## src/rtl/stream_sample_scheduler_if.sv

```systemverilog
// Bundles the stream-sample control inputs and the status/sample outputs
// exchanged between the SPI register bank and the sample scheduler.
interface stream_sample_scheduler_if #(
  parameter int DEPTH_LOG2 = 3,
  parameter int DIV_W      = 16
);
  logic                  enable;
  logic                  flush;
  logic                  wr_valid;
  logic [7:0]            wr_data;
  logic [DIV_W-1:0]      rate_div;
  logic                  clear_flags;
  logic [7:0]            sample_out;
  logic                  sample_tick;
  logic [DEPTH_LOG2:0]   fifo_level;
  logic                  fifo_full;
  logic                  fifo_empty;
  logic                  overflow;
  logic                  underrun;

  modport master (
    output enable, flush, wr_valid, wr_data, rate_div, clear_flags,
    input  sample_out, sample_tick, fifo_level, fifo_full, fifo_empty, overflow, underrun
  );

  modport slave (
    input  enable, flush, wr_valid, wr_data, rate_div, clear_flags,
    output sample_out, sample_tick, fifo_level, fifo_full, fifo_empty, overflow, underrun
  );
endinterface

```

## src/rtl/stream_sample_scheduler.sv

```systemverilog
// Stream sample scheduler: buffers SPI-written sample bytes in a small FIFO
// and releases one per rate-divider period towards the mixer/DAC path.
// Reports FIFO level and sticky overflow/underrun flags.
module stream_sample_scheduler #(
  parameter int         DEPTH_LOG2    = 3,
  parameter int         DIV_W         = 16,
  parameter logic [7:0] MIDSCALE      = 8'h80,
  parameter bit         UNDERRUN_HOLD = 1'b1
) (
  input  logic                   clk,
  input  logic                   rst_n,
  stream_sample_scheduler_if.slave bus
);

  localparam int                  DEPTH      = 1 << DEPTH_LOG2;
  localparam logic [DEPTH_LOG2:0] LEVEL_FULL = (DEPTH_LOG2 + 1)'(DEPTH);

  logic [DIV_W-1:0]      div_cnt;
  logic [7:0]            fifo_mem [DEPTH];
  logic [DEPTH_LOG2-1:0] rd_ptr;
  logic [DEPTH_LOG2-1:0] wr_ptr;
  logic [DEPTH_LOG2:0]   level;
  logic [DEPTH_LOG2:0]   level_next;
  logic                  full_q;
  logic                  empty_q;
  logic                  overflow_q;
  logic                  underrun_q;
  logic                  tick_q;
  logic [7:0]            sample_q;
  logic [7:0]            sample_next;
  logic                  tick;
  logic                  pop;
  logic                  push;
  logic                  drop;
  logic                  underrun_ev;

  // A tick fires once the counter reaches rate_div; >= makes a lowered rate_div fire at once.
  assign tick = bus.enable && (div_cnt >= bus.rate_div);

  // Decide pop/push/drop, the next FIFO level and the next DAC sample.
  always_comb begin
    pop         = tick && (level != '0) && !bus.flush;
    push        = bus.wr_valid && !bus.flush && ((level != LEVEL_FULL) || pop);
    drop        = bus.wr_valid && !bus.flush && (level == LEVEL_FULL) && !pop;
    underrun_ev = tick && (level == '0);

    level_next = level;
    if (bus.flush) begin
      level_next = '0;
    end else if (push && !pop) begin
      level_next = level + 1'b1;
    end else if (pop && !push) begin
      level_next = level - 1'b1;
    end

    sample_next = sample_q;
    if (!bus.enable) begin
      sample_next = MIDSCALE;
    end else if (pop) begin
      sample_next = fifo_mem[rd_ptr];
    end else if (underrun_ev && !UNDERRUN_HOLD) begin
      sample_next = MIDSCALE;
    end
  end

  // Rate divider: held at 0 while disabled, restarts from 0 after every tick.
  always_ff @(posedge clk or negedge rst_n) begin
    if (!rst_n) begin
      div_cnt <= '0;
    end else if (!bus.enable || tick) begin
      div_cnt <= '0;
    end else begin
      div_cnt <= div_cnt + 1'b1;
    end
  end

  // FIFO storage; contents need no reset because level/pointers qualify them.
  always_ff @(posedge clk) begin
    if (push) begin
      fifo_mem[wr_ptr] <= bus.wr_data;
    end
  end

  // Read/write pointers wrap modulo depth; flush returns both to 0.
  always_ff @(posedge clk or negedge rst_n) begin
    if (!rst_n) begin
      rd_ptr <= '0;
      wr_ptr <= '0;
    end else if (bus.flush) begin
      rd_ptr <= '0;
      wr_ptr <= '0;
    end else begin
      if (push) wr_ptr <= wr_ptr + 1'b1;
      if (pop)  rd_ptr <= rd_ptr + 1'b1;
    end
  end

  // Level and registered full/empty, all derived from the same next level.
  always_ff @(posedge clk or negedge rst_n) begin
    if (!rst_n) begin
      level   <= '0;
      full_q  <= 1'b0;
      empty_q <= 1'b1;
    end else begin
      level   <= level_next;
      full_q  <= (level_next == LEVEL_FULL);
      empty_q <= (level_next == '0);
    end
  end

  // Sample output and its update strobe change on the same edge.
  always_ff @(posedge clk or negedge rst_n) begin
    if (!rst_n) begin
      sample_q <= MIDSCALE;
      tick_q   <= 1'b0;
    end else begin
      sample_q <= sample_next;
      tick_q   <= tick;
    end
  end

  // Sticky flags; a set event in the same cycle as clear_flags keeps the flag.
  always_ff @(posedge clk or negedge rst_n) begin
    if (!rst_n) begin
      overflow_q <= 1'b0;
      underrun_q <= 1'b0;
    end else begin
      overflow_q <= drop        || (overflow_q && !bus.clear_flags);
      underrun_q <= underrun_ev || (underrun_q && !bus.clear_flags);
    end
  end

  assign bus.sample_out  = sample_q;
  assign bus.sample_tick = tick_q;
  assign bus.fifo_level  = level;
  assign bus.fifo_full   = full_q;
  assign bus.fifo_empty  = empty_q;
  assign bus.overflow    = overflow_q;
  assign bus.underrun    = underrun_q;

endmodule

```

## src/flat_wrapper.sv

```systemverilog
// flat-port wrapper written by rule: the top's interface ports become plain ports
module stream_sample_scheduler_flat 
#(
  parameter int         DEPTH_LOG2    = 3,
  parameter int         DIV_W         = 16,
  parameter logic [7:0] MIDSCALE      = 8'h80,
  parameter bit         UNDERRUN_HOLD = 1'b1
)
  (clk, rst_n, bus_enable, bus_flush, bus_wr_valid, bus_wr_data, bus_rate_div, bus_clear_flags, bus_sample_out, bus_sample_tick, bus_fifo_level, bus_fifo_full, bus_fifo_empty, bus_overflow, bus_underrun);
  stream_sample_scheduler_if #(.DEPTH_LOG2(DEPTH_LOG2), .DIV_W(DIV_W)) bus_i ();
  input  logic clk;
  input  logic rst_n;
  input wire logic [$bits(bus_i.enable)-1:0] bus_enable;
  input wire logic [$bits(bus_i.flush)-1:0] bus_flush;
  input wire logic [$bits(bus_i.wr_valid)-1:0] bus_wr_valid;
  input wire logic [$bits(bus_i.wr_data)-1:0] bus_wr_data;
  input wire logic [$bits(bus_i.rate_div)-1:0] bus_rate_div;
  input wire logic [$bits(bus_i.clear_flags)-1:0] bus_clear_flags;
  output wire logic [$bits(bus_i.sample_out)-1:0] bus_sample_out;
  output wire logic [$bits(bus_i.sample_tick)-1:0] bus_sample_tick;
  output wire logic [$bits(bus_i.fifo_level)-1:0] bus_fifo_level;
  output wire logic [$bits(bus_i.fifo_full)-1:0] bus_fifo_full;
  output wire logic [$bits(bus_i.fifo_empty)-1:0] bus_fifo_empty;
  output wire logic [$bits(bus_i.overflow)-1:0] bus_overflow;
  output wire logic [$bits(bus_i.underrun)-1:0] bus_underrun;
  assign bus_i.enable = bus_enable;
  assign bus_i.flush = bus_flush;
  assign bus_i.wr_valid = bus_wr_valid;
  assign bus_i.wr_data = bus_wr_data;
  assign bus_i.rate_div = bus_rate_div;
  assign bus_i.clear_flags = bus_clear_flags;
  assign bus_sample_out = bus_i.sample_out;
  assign bus_sample_tick = bus_i.sample_tick;
  assign bus_fifo_level = bus_i.fifo_level;
  assign bus_fifo_full = bus_i.fifo_full;
  assign bus_fifo_empty = bus_i.fifo_empty;
  assign bus_overflow = bus_i.overflow;
  assign bus_underrun = bus_i.underrun;
  stream_sample_scheduler #(.DEPTH_LOG2(DEPTH_LOG2), .DIV_W(DIV_W), .MIDSCALE(MIDSCALE), .UNDERRUN_HOLD(UNDERRUN_HOLD)) u_core (.clk(clk), .rst_n(rst_n), .bus(bus_i));
endmodule
```

## config.mk

```make
export PLATFORM = sky130hd
export DESIGN_NAME = stream_sample_scheduler_flat
export DESIGN_NICKNAME = d
export VERILOG_FILES = /design/src/rtl/stream_sample_scheduler_if.sv /design/src/rtl/stream_sample_scheduler.sv /design/src/flat_wrapper.sv
export SDC_FILE = /design/constraint.sdc
export NUM_CORES = 1
export LEC_CHECK = 0
export CAP_MARGIN = 20
export CORE_MARGIN = 5
export CORE_UTILIZATION = 59
export CTS_BUF_LIST = sky130_fd_sc_hd__clkbuf_4 sky130_fd_sc_hd__clkbuf_8
export DETAILED_ROUTE_END_ITERATION = 16
export GPL_ROUTABILITY_DRIVEN = 0
export HOLD_SLACK_MARGIN = 0.15
export PLACE_DENSITY = 0.82
export SLEW_MARGIN = 20
export SYNTH_ARGS = -nofsm -noshare
export SYNTH_HDL_FRONTEND = slang
export SYNTH_SLANG_ARGS = --single-unit
```

## constraint.sdc

```tcl
create_clock -name clk -period 3.4 [get_ports clk]
set_input_delay 1.02 -clock clk [delete_from_list [all_inputs] [get_ports clk]]
set_output_delay 1.02 -clock clk [all_outputs]
set_load 0.03 [all_outputs]
```

==> results.txt, run 1 <==
FP Rows = 32
DR DRC count = 0
DRT iter0 DRCs = 85
Nets = 466
Initial Utilization = 60.84%
Synthesis-to-layout area growth = 26.69%
Register area = 0.002900 mm^2
Crit path max fanout = 8
CP Launch Type = primary input
Peak VDD IR = 289.2 uV
Max-Cap Viols = 0
Vias in the first global route = 2976
GRT Total Usage = 19.89%
Crit-path cells = clkbuf_2 -> inv_2 -> ha_4 -> nand4_1 -> or3_4 -> nor3_4 -> o31a_1 -> buf_4 -> buf_4 -> nor2_1 -> or3_4 -> nor2_1 -> buf_4
Setup crit start = bus_rate_div[13]
Area after DPL = 0.005423 mm^2
Failing checks = setup timing
Place WS = -0.7604 ns
Critical Path RT = 3.48 ns
Sequential share of the synthesized area = 61.37%
Core area = 0.007767 mm^2
Post-layout min period = 3.464 ns
Setup violators final = 32
Die W = 99.50 um
Synth Warn # = 0
Routed wire per std cell = 18.34 um
Synthesized Nets = 389
CTS root buffer = clkbuf_8
Vias per std cell = 5.661
Cell variety after synth = 50
Slowest CP cell = or3_4
Worst-margin pin slew = 0.8747 ns
Top FF cell, synth = edfxtp_1
Crit path capture = u_core.fifo_mem[2][4]$_DFFE_PP_
Number of synthesized flops with an enable pin = 64
Worst-path clk slew = 0.10 ns
Hold path startpoint = u_core.div_cnt[0]$_DFF_PN0_
Pwr Density = 385.1 mW/mm^2
Post-Route WL = 9.574 mm
Final hold viol count = 0
Clk_lat worst skew = 0.37 ns
First-pass GRT wire length = 15.12 mm
N_diodes = 0
Via count = 2955
Final WS setup = -0.06399 ns
Reg2reg setup slack = 0.20 ns
Most frequent CP cell = buf_4
Vert. Die Dim = 99.50 um
Mapped Area = 0.004726 mm^2
Beginning of the worst register-to-register path = u_core.div_cnt[13]$_DFF_PN0_
Die area = 0.009899 mm^2
Worst hold slack = 0.5115 ns
Seq cells post-synth = 103
I/O pin cnt = 47
Multi-input logic area = 0.001968 mm^2
Slowest stage delay, CP = 0.45 ns
H-tree levels = 3
CTS tree = yes
Total power = 2.305 mW
LEAKAGE = 2.296 nW
CP arrival = 3.55 ns
Run status = finished with violations
Layout cells sized above 1 = 29.52%
Max Slew Vio Count = 0
Fmax = 288.7 MHz
DRT antenna net count = 0
Reg2Reg Capture Point = u_core.fifo_mem[2][4]$_DFFE_PP_
# port buffers = 46
Rel. slew slack = 41.68%
Async SR Flop Fraction = 37.86%
Final worst-path cycle share = 101.9%
Depth of the most critical reg-to-reg path = 11
Worst Skew = 0.01175 ns
Num CTS Buffers = 9
Syn avg cell area = 13.98 um^2
Cells after Synth = 338
CP Capture Type = flop
Fillcell total = 461
Drt pass-1 iters = 5
CTS Buffer Depth = 2
Hold crit path type = flop to flop
CTS sink count = 103
Final Cell Area = 0.005987 mm^2
Setup TNS = -1.065 ns
Detailed Place HPWL = 6.159 mm
Largest net degree at the start of global routing = 40
GRT Residual Overflow = 0
CP Class = primary input to flop
Initial antenna violation count = 0
[layout by cell type (no fill, tap or decap), types with 11 or more instances in the layout]
cell type | synthesis | layout
nor2_1 | 42 | 37
mux4_2 | 16 | 16
edfxtp_1 | 64 | 64
nand2_1 | 12 | 11
xor2_1 | 11 | 11
nand3_1 | 12 | 12
inv_1 | 23 | 13
buf_4 | 0 | 23
ha_1 | 21 | 11
clkdlybuf4s50_1 | 0 | 31
dfrtp_1 | 37 | 37
[cell usage after synthesis, drive strengths merged, types with 3 or more instances]
cell type / n / share of area, %
nand4: 5 / 0.66
o21ai: 7 / 0.74
a211oi: 6 / 1.2
nand2b: 5 / 0.66
nand2: 12 / 0.95
ha: 21 / 5.6
inv: 23 / 1.8
nand3: 12 / 1.3
buf: 5 / 0.64
or3: 3 / 0.42
nor3: 6 / 0.74
nor2: 42 / 3.3
mux2i: 12 / 2.8
and3: 9 / 1.2
mux4: 16 / 7.6
a21oi: 3 / 0.32
edfxtp: 64 / 41
dfrtp: 37 / 20
xor2: 11 / 2.0
clkbuf: 5 / 0.61
xnor2: 7 / 1.3
[layer usage]
| metal | share of wire (%) | vias up | GRT usage [%] |
|---|---|---|---|
| met5 | 0 | - | 0 |
| met4 | 2.2 | 0 | 6.303 |
| met3 | 4.6 | 14 | 3.366 |
| met2 | 51 | 79 | 33.26 |
| met1 | 42 | 1467 | 26.79 |
| li1 | - | 1395 | - |
[sequential cells by signal (all words and copies together) (netlist names)]
name / cells
u_core.bus.fifo_empty: 1
u_core.bus.fifo_full: 1
u_core.bus.fifo_level: 4
u_core.bus.overflow: 1
u_core.bus.sample_out: 8
u_core.bus.sample_tick: 1
u_core.bus.underrun: 1
u_core.div_cnt: 16
u_core.fifo_mem: 64
u_core.rd_ptr: 3
u_core.wr_ptr: 3
[cells by family after synthesis]
family / synth area share, %
buffers and inverters: 3.309
XOR/XNOR: 3.336
adder cells (fa/ha/maj): 5.560
AND/OR/NAND/NOR: 10.96
multiplexers: 10.99
AO/OA/AOI/OAI: 4.474
flip-flops: 61.37
[worst max-delay path, delay by kind of cell]
kind | cells | cell delay [ns]
simple gates | 6 | 1.40
buf+inv | 5 | 0.57
compound gates | 1 | 0.29
fa+ha+maj | 1 | 0.26
[area by class of cell]
class / count / area share, %
clock buffer: 9 / 2.069
inverter: 23 / 1.442
timing repair buffer: 77 / 11.87
multi-input combinational: 201 / 32.87
sequential: 103 / 48.44
clock inverter: 7 / 1.170
tap: 102 / 2.132
[worst min-delay path by stage]
stage	slack [ns]	to	cells after the start
2_1_floorplan	0.47	u_core.div_cnt[0]$_DFF_PN0_	1
3_3_place_gp	0.48	u_core.bus.underrun$_DFF_PN0_	2
4_1_cts	0.52	u_core.div_cnt[0]$_DFF_PN0_	1
6_report	0.51	u_core.div_cnt[0]$_DFF_PN0_	1
3_5_place_dp	0.50	u_core.div_cnt[0]$_DFF_PN0_	1
5_1_grt	0.54	u_core.div_cnt[0]$_DFF_PN0_	1
[what timing repair did]
item	CTS	global route
pin swaps	31	19
hold buffers	0	0
buffers inserted	8	4
resized for setup	47	35
endpoints found under the setup margin	73	71
[per-stage QoR]
step	instances	utilization, %
6_report	522	77.08
5_1_grt	522	77.08
4_1_cts	518	75.55
3_5_place_dp	494	69.81
3_3_place_gp	494	69.81
2_1_floorplan	338	-
[report_power, final]
part           internal (mW)  total (mW)  switching [mW]
Sequential              1.35        1.37          0.0186
Clock                  0.286       0.734           0.448
Combinational         0.0966       0.200           0.104
Total                   1.74        2.31           0.570
Note: power is estimated with default switching activity, not from simulation.
==> run 2: changes to the inputs <==
CORE_UTILIZATION = 57   (was 59)
PLACE_DENSITY = 0.8   (was 0.82)
==> results.txt, run 2 (synthesis results as in run 1) <==
Comb pwr share = 8.1%
Drt pass-1 iters = 4
Met1 wire length = 3.921 mm
Initial Utilization = 58.10%
Crit path max fanout = 8
Util after Layout = 72.62%
DR DRC count = 0
CP arrival = 3.46 ns
Worst Skew = 0.01132 ns
GRT Residual Overflow = 0
DRT iter0 DRCs = 101
Post-layout min period = 3.386 ns
CTS root buffer = clkbuf_8
Total power = 2.337 mW
H-tree levels = 3
Commonest non-fill, non-tap cell in the layout = edfxtp_1
Layout cells sized above 1 = 25.12%
Core area = 0.008134 mm^2
Switching pwr = 543.2 uW
Setup TNS = 0 ns
DRT antenna net count = 0
Critical Path RT = 3.48 ns
Clock share of power = 33.2%
Pwr Density = 395.6 mW/mm^2
Largest register by flop count = u_core.fifo_mem
Commonest cells after routing, fill and taps aside = edfxtp_1, dfrtp_1, nor2_1, clkdlybuf4s50_1, inv_1
Highest metal used = met4
CP Launch Type = primary input
Num CTS Buffers = 9
P_int = 1.794 mW
Routed wire per std cell = 18.03 um
DR WL met3 = 394 um
Detailed Place HPWL = 6.384 mm
Fmax = 295.3 MHz
Post-Route WL = 9.284 mm
Run status = complete, no violations
Final Cell Area = 0.005907 mm^2
Seq pwr share = 58.6%
Max-Cap Viols = 0
LEAKAGE = 2.257 nW
Largest net degree at the start of global routing = 40
Worst-margin pin slew = 0.8704 ns
Die W = 101.1 um
Vias in the first global route = 3020
Area after DPL = 0.005404 mm^2
Sw frac = 23.25%
CP Capture Type = flop
I/O pin cnt = 47
Worst-path clk slew = 0.10 ns
Nets = 456
Vias per std cell = 5.590
Final worst-path cycle share = 99.59%
FP Rows = 33
Initial antenna violation count = 0
Die area = 0.01021 mm^2
CTS tree = yes
Vert. Die Dim = 101.1 um
CTS Buffer Depth = 2
Number of flip-flops under the largest register name = 64
DR WL met2 = 4.832 mm
Clk_lat worst skew = 0.36 ns
Setup violators final = 0
Hold crit path type = flop to flop
Peak VDD IR = 462.5 uV
Max Slew Vio Count = 0
GRT Total Usage = 19.13%
CP Class = primary input to flop
Synthesis-to-layout area growth = 24.99%
CTS sink count = 103
N_diodes = 0
Via count = 2879
First-pass GRT wire length = 14.84 mm
# port buffers = 46
Rel. slew slack = 41.98%
Final hold viol count = 0
==> run 2: final cells by class <==
type | count | area (um^2)
Inverter | 23 | 86.33
Sequential cell | 103 | 2900
Multi-Input combinational cell | 201 | 1927
Clock inverter | 7 | 80.08
Fill cell | 511 | 2227
Clock buffer | 9 | 123.9
Tap cell | 105 | 131.4
Timing Repair Buffer | 67 | 658.1
==> run 2: final timing paths <==
kind	to	depth (start not counted)	slack, ns	startpoint
max reg2reg	u_core.bus.fifo_empty$_DFF_PN1_	10	0.39	u_core.div_cnt[13]$_DFF_PN0_
min	u_core.bus.underrun$_DFF_PN0_	2	0.50	u_core.bus.underrun$_DFF_PN0_
min reg2reg	u_core.bus.underrun$_DFF_PN0_	2	0.50	u_core.bus.underrun$_DFF_PN0_
min in group asynchronous	u_core.bus.overflow$_DFF_PN0_	1	0.76	rst_n
max	u_core.fifo_mem[0][4]$_DFFE_PP_	12	0.01	bus_rate_div[14]
max in group asynchronous	u_core.rd_ptr[2]$_DFFE_PN0P_	1	2.09	rst_n
==> run 2: per-layer routing <==
layer | track usage, % | vias up
met1 | 24.74 | 1430
li1 | - | 1374
met3 | 3.529 | 11
met5 | 0 | -
met2 | 33.10 | 64
met4 | 5.419 | 0
==> run 2: critical path, cell delays in order <==
cell and delay, ns:
dlygate4sd2_1 0.21, inv_2 0.04, ha_4 0.25, nand4_1 0.18
or3_4 0.41, nor3_4 0.21, o31a_1 0.18, buf_4 0.15
nor2_1 0.04, or3_4 0.39, nor3_2 0.19, buf_6 0.17
==> run 2: power groups by stage <==
stage / logic, mW / clock network, mW / registers, mW
after floorplan: 0.0707 / 0 / 1.40
after global placement: 0.158 / 0 / 1.40
after detailed placement: 0.164 / 0 / 1.40
after CTS: 0.180 / 0.792 / 1.37
after global routing: 0.209 / 0.853 / 1.37
final: 0.190 / 0.776 / 1.37
==> run 2: what timing repair did <==
item                                    CTS  global route
cloned                                    0             0
setup buffers                             2             3
endpoints found under the setup margin   74            34
hold buffers                              0             0
pin swaps                                23            18
resized for setup                        40            17
==> run 2: per-stage QoR <==
stage	hold WS (ns)	instances	worst slack (ns)
after floorplan	0.4661	338	-0.1120
after global placement	0.4743	494	-0.7477
after detailed placement	0.4970	494	-0.8461
after CTS	0.5179	512	0.005813
after global routing	0.5514	515	-0.04336
final	0.5030	515	0.01384
==> run 3: changes to the inputs <==
clock period = 3.35 ns   (was 3.4 ns; I/O delays follow)
==> results.txt, run 3 (synthesis results as in run 1) <==
Depth of the most critical reg-to-reg path = 10
Worst hold stages = 2
Setup violators final = 0
Vias per std cell = 5.697
Rel. slew slack = 42.76%
Run status = complete, no violations
Peak VDD IR = 391.9 uV
Fmax = 304.3 MHz
Crit-path cells = clkdlybuf4s50_1 -> inv_1 -> ha_1 -> a2111oi_4 -> nor3_4 -> o31a_4 -> buf_6 -> buf_12 -> mux2i_4 -> mux2_4 -> nor4b_2
CTS tree = yes
Nets = 456
N_diodes = 0
Worst-margin pin slew = 0.8585 ns
LEAKAGE = 2.242 nW
CTS sink count = 103
Critical Path RT = 3.60 ns
Commonest cells after routing, fill and taps aside = edfxtp_1, dfrtp_1, nor2_1, clkdlybuf4s50_1
Util after Layout = 72.83%
Drt pass-1 iters = 7
Fillcell total = 528
Levels on crit path = 11
Slowest CP cell = clkdlybuf4s50_1
Core area = 0.008134 mm^2
CP Capture Type = flop
GRT Residual Overflow = 0
CP arrival = 3.53 ns
CP Class = primary input to flop
Area after DPL = 0.005522 mm^2
CP delay by family, top = buffers and inverters
Final hold viol count = 0
GRT Total Usage = 20.51%
Reg2reg setup slack = 0.37 ns
Synthesis-to-layout area growth = 25.36%
H-tree levels = 3
Number of flip-flops under the largest register name = 64
# port buffers = 46
Crit path max fanout = 3
Vias in the first global route = 3121
Initial Utilization = 58.10%
CTS root buffer = clkbuf_8
Vert. Die Dim = 101.1 um
CTS Buffer Depth = 2
Worst-path clk slew = 0.11 ns
Clk_lat worst skew = 0.36 ns
Commonest non-fill, non-tap cell in the layout = edfxtp_1
Initial antenna violation count = 0
Pwr Density = 398.7 mW/mm^2
DRT antenna net count = 0
CP Launch Type = primary input
Final worst-path cycle share = 98.10%
DR DRC count = 0
Num CTS Buffers = 9
Largest net degree at the start of global routing = 40
Worst Skew = 0.01765 ns
Final Cell Area = 0.005924 mm^2
Die area = 0.01021 mm^2
Slowest stage delay, CP = 0.46 ns
Via count = 2934
Post-layout min period = 3.286 ns
Post-Route WL = 9.574 mm
Max-Cap Viols = 0
I/O pin cnt = 47
Max Slew Vio Count = 0
First-pass GRT wire length = 15.95 mm
Detailed Place HPWL = 6.369 mm
Routed wire per std cell = 18.59 um
Crit path buf inv count = 4
Largest register by flop count = u_core.fifo_mem
FP Rows = 33
Layout cells sized above 1 = 26.59%
Hold crit path type = flop to flop
DRT iter0 DRCs = 120
RSZ-0062 raised after global routing = no
Die W = 101.1 um
run 3: changes by cell type in the layout (fill, tap and decap cells not counted), sizes merged:
cell           previous run  this run
clkbuf                   10        13
clkinv                    3         1
dlymetal6s2s              3         1
clkdlybuf4s15             1         0
clkdlybuf4s50            35        34
clkinvlp                  1         2
dlygate4sd2               5         6
inv                      25        26
run 3: path summary, 6_finish.rpt:
| path | startpoint | end |
|---|---|---|
| setup / recovery | bus_rate_div[1] | u_core.bus.fifo_full$_DFF_PN0_ |
| hold / removal | u_core.bus.underrun$_DFF_PN0_ | u_core.bus.underrun$_DFF_PN0_ |
| setup reg to reg | u_core.div_cnt[13]$_DFF_PN0_ | u_core.fifo_mem[0][7]$_DFFE_PP_ |
| hold reg to reg | u_core.bus.underrun$_DFF_PN0_ | u_core.bus.underrun$_DFF_PN0_ |
| max in group asynchronous | rst_n | u_core.div_cnt[5]$_DFF_PN0_ |
| min in group asynchronous | rst_n | u_core.wr_ptr[0]$_DFFE_PN0P_ |
run 3: where the power goes:
part	internal [mW]	switching, mW	total (mW)
clock network	0.353	0.427	0.780
registers	1.37	0.0185	1.39
logic	0.0918	0.0995	0.191
total	1.82	0.545	2.36
run 3: final cells by class:
class	count	area (um^2)	area share, %
sequential	103	2900	48.95
multi-input combinational	201	1918	32.38
timing repair buffer	67	686.9	11.59
tap	105	131.4	2.218
clock buffer	9	123.9	2.091
inverter	23	86.33	1.457
clock inverter	7	77.57	1.309
run 3: through the flow:
step | instances | worst slack, ns | setup TNS [ns] | power [mW] | hold slack, ns
finish | 515 | 0.06350 | 0 | 2.362 | 0.5224
global placement | 496 | -0.7043 | -51.63 | 1.587 | 0.4765
CTS | 514 | 0.009864 | 0 | 2.383 | 0.5099
floorplan | 338 | -0.01726 | -0.2761 | 1.498 | 0.4661
global route | 515 | 0.007167 | 0 | 2.461 | 0.5391
detailed placement | 496 | -0.7896 | -58.50 | 1.594 | 0.4852
run 3: repair_timing:
| action | CTS | global route |
|---|---|---|
| resized for setup | 42 | 15 |
| pin swaps | 29 | 11 |
| setup endpoints to repair | 82 | 63 |
| hold buffers | 0 | 0 |
| setup buffers | 4 | 1 |
run 3: tightest hold or removal path, cell delays in order, from the launching register on:
cell and delay (ns):
dfrtp_1 0.37, nand2b_1 0.06, o41ai_1 0.06
run 3: routing by layer:
layer  wire [um]  up-vias  GRT usage, %
li1            -     1375             -
met1        4203     1467         27.73
met2        4845       80         34.26
met3         373       12         3.114
met4         152        0         6.646
met5           0        -             0
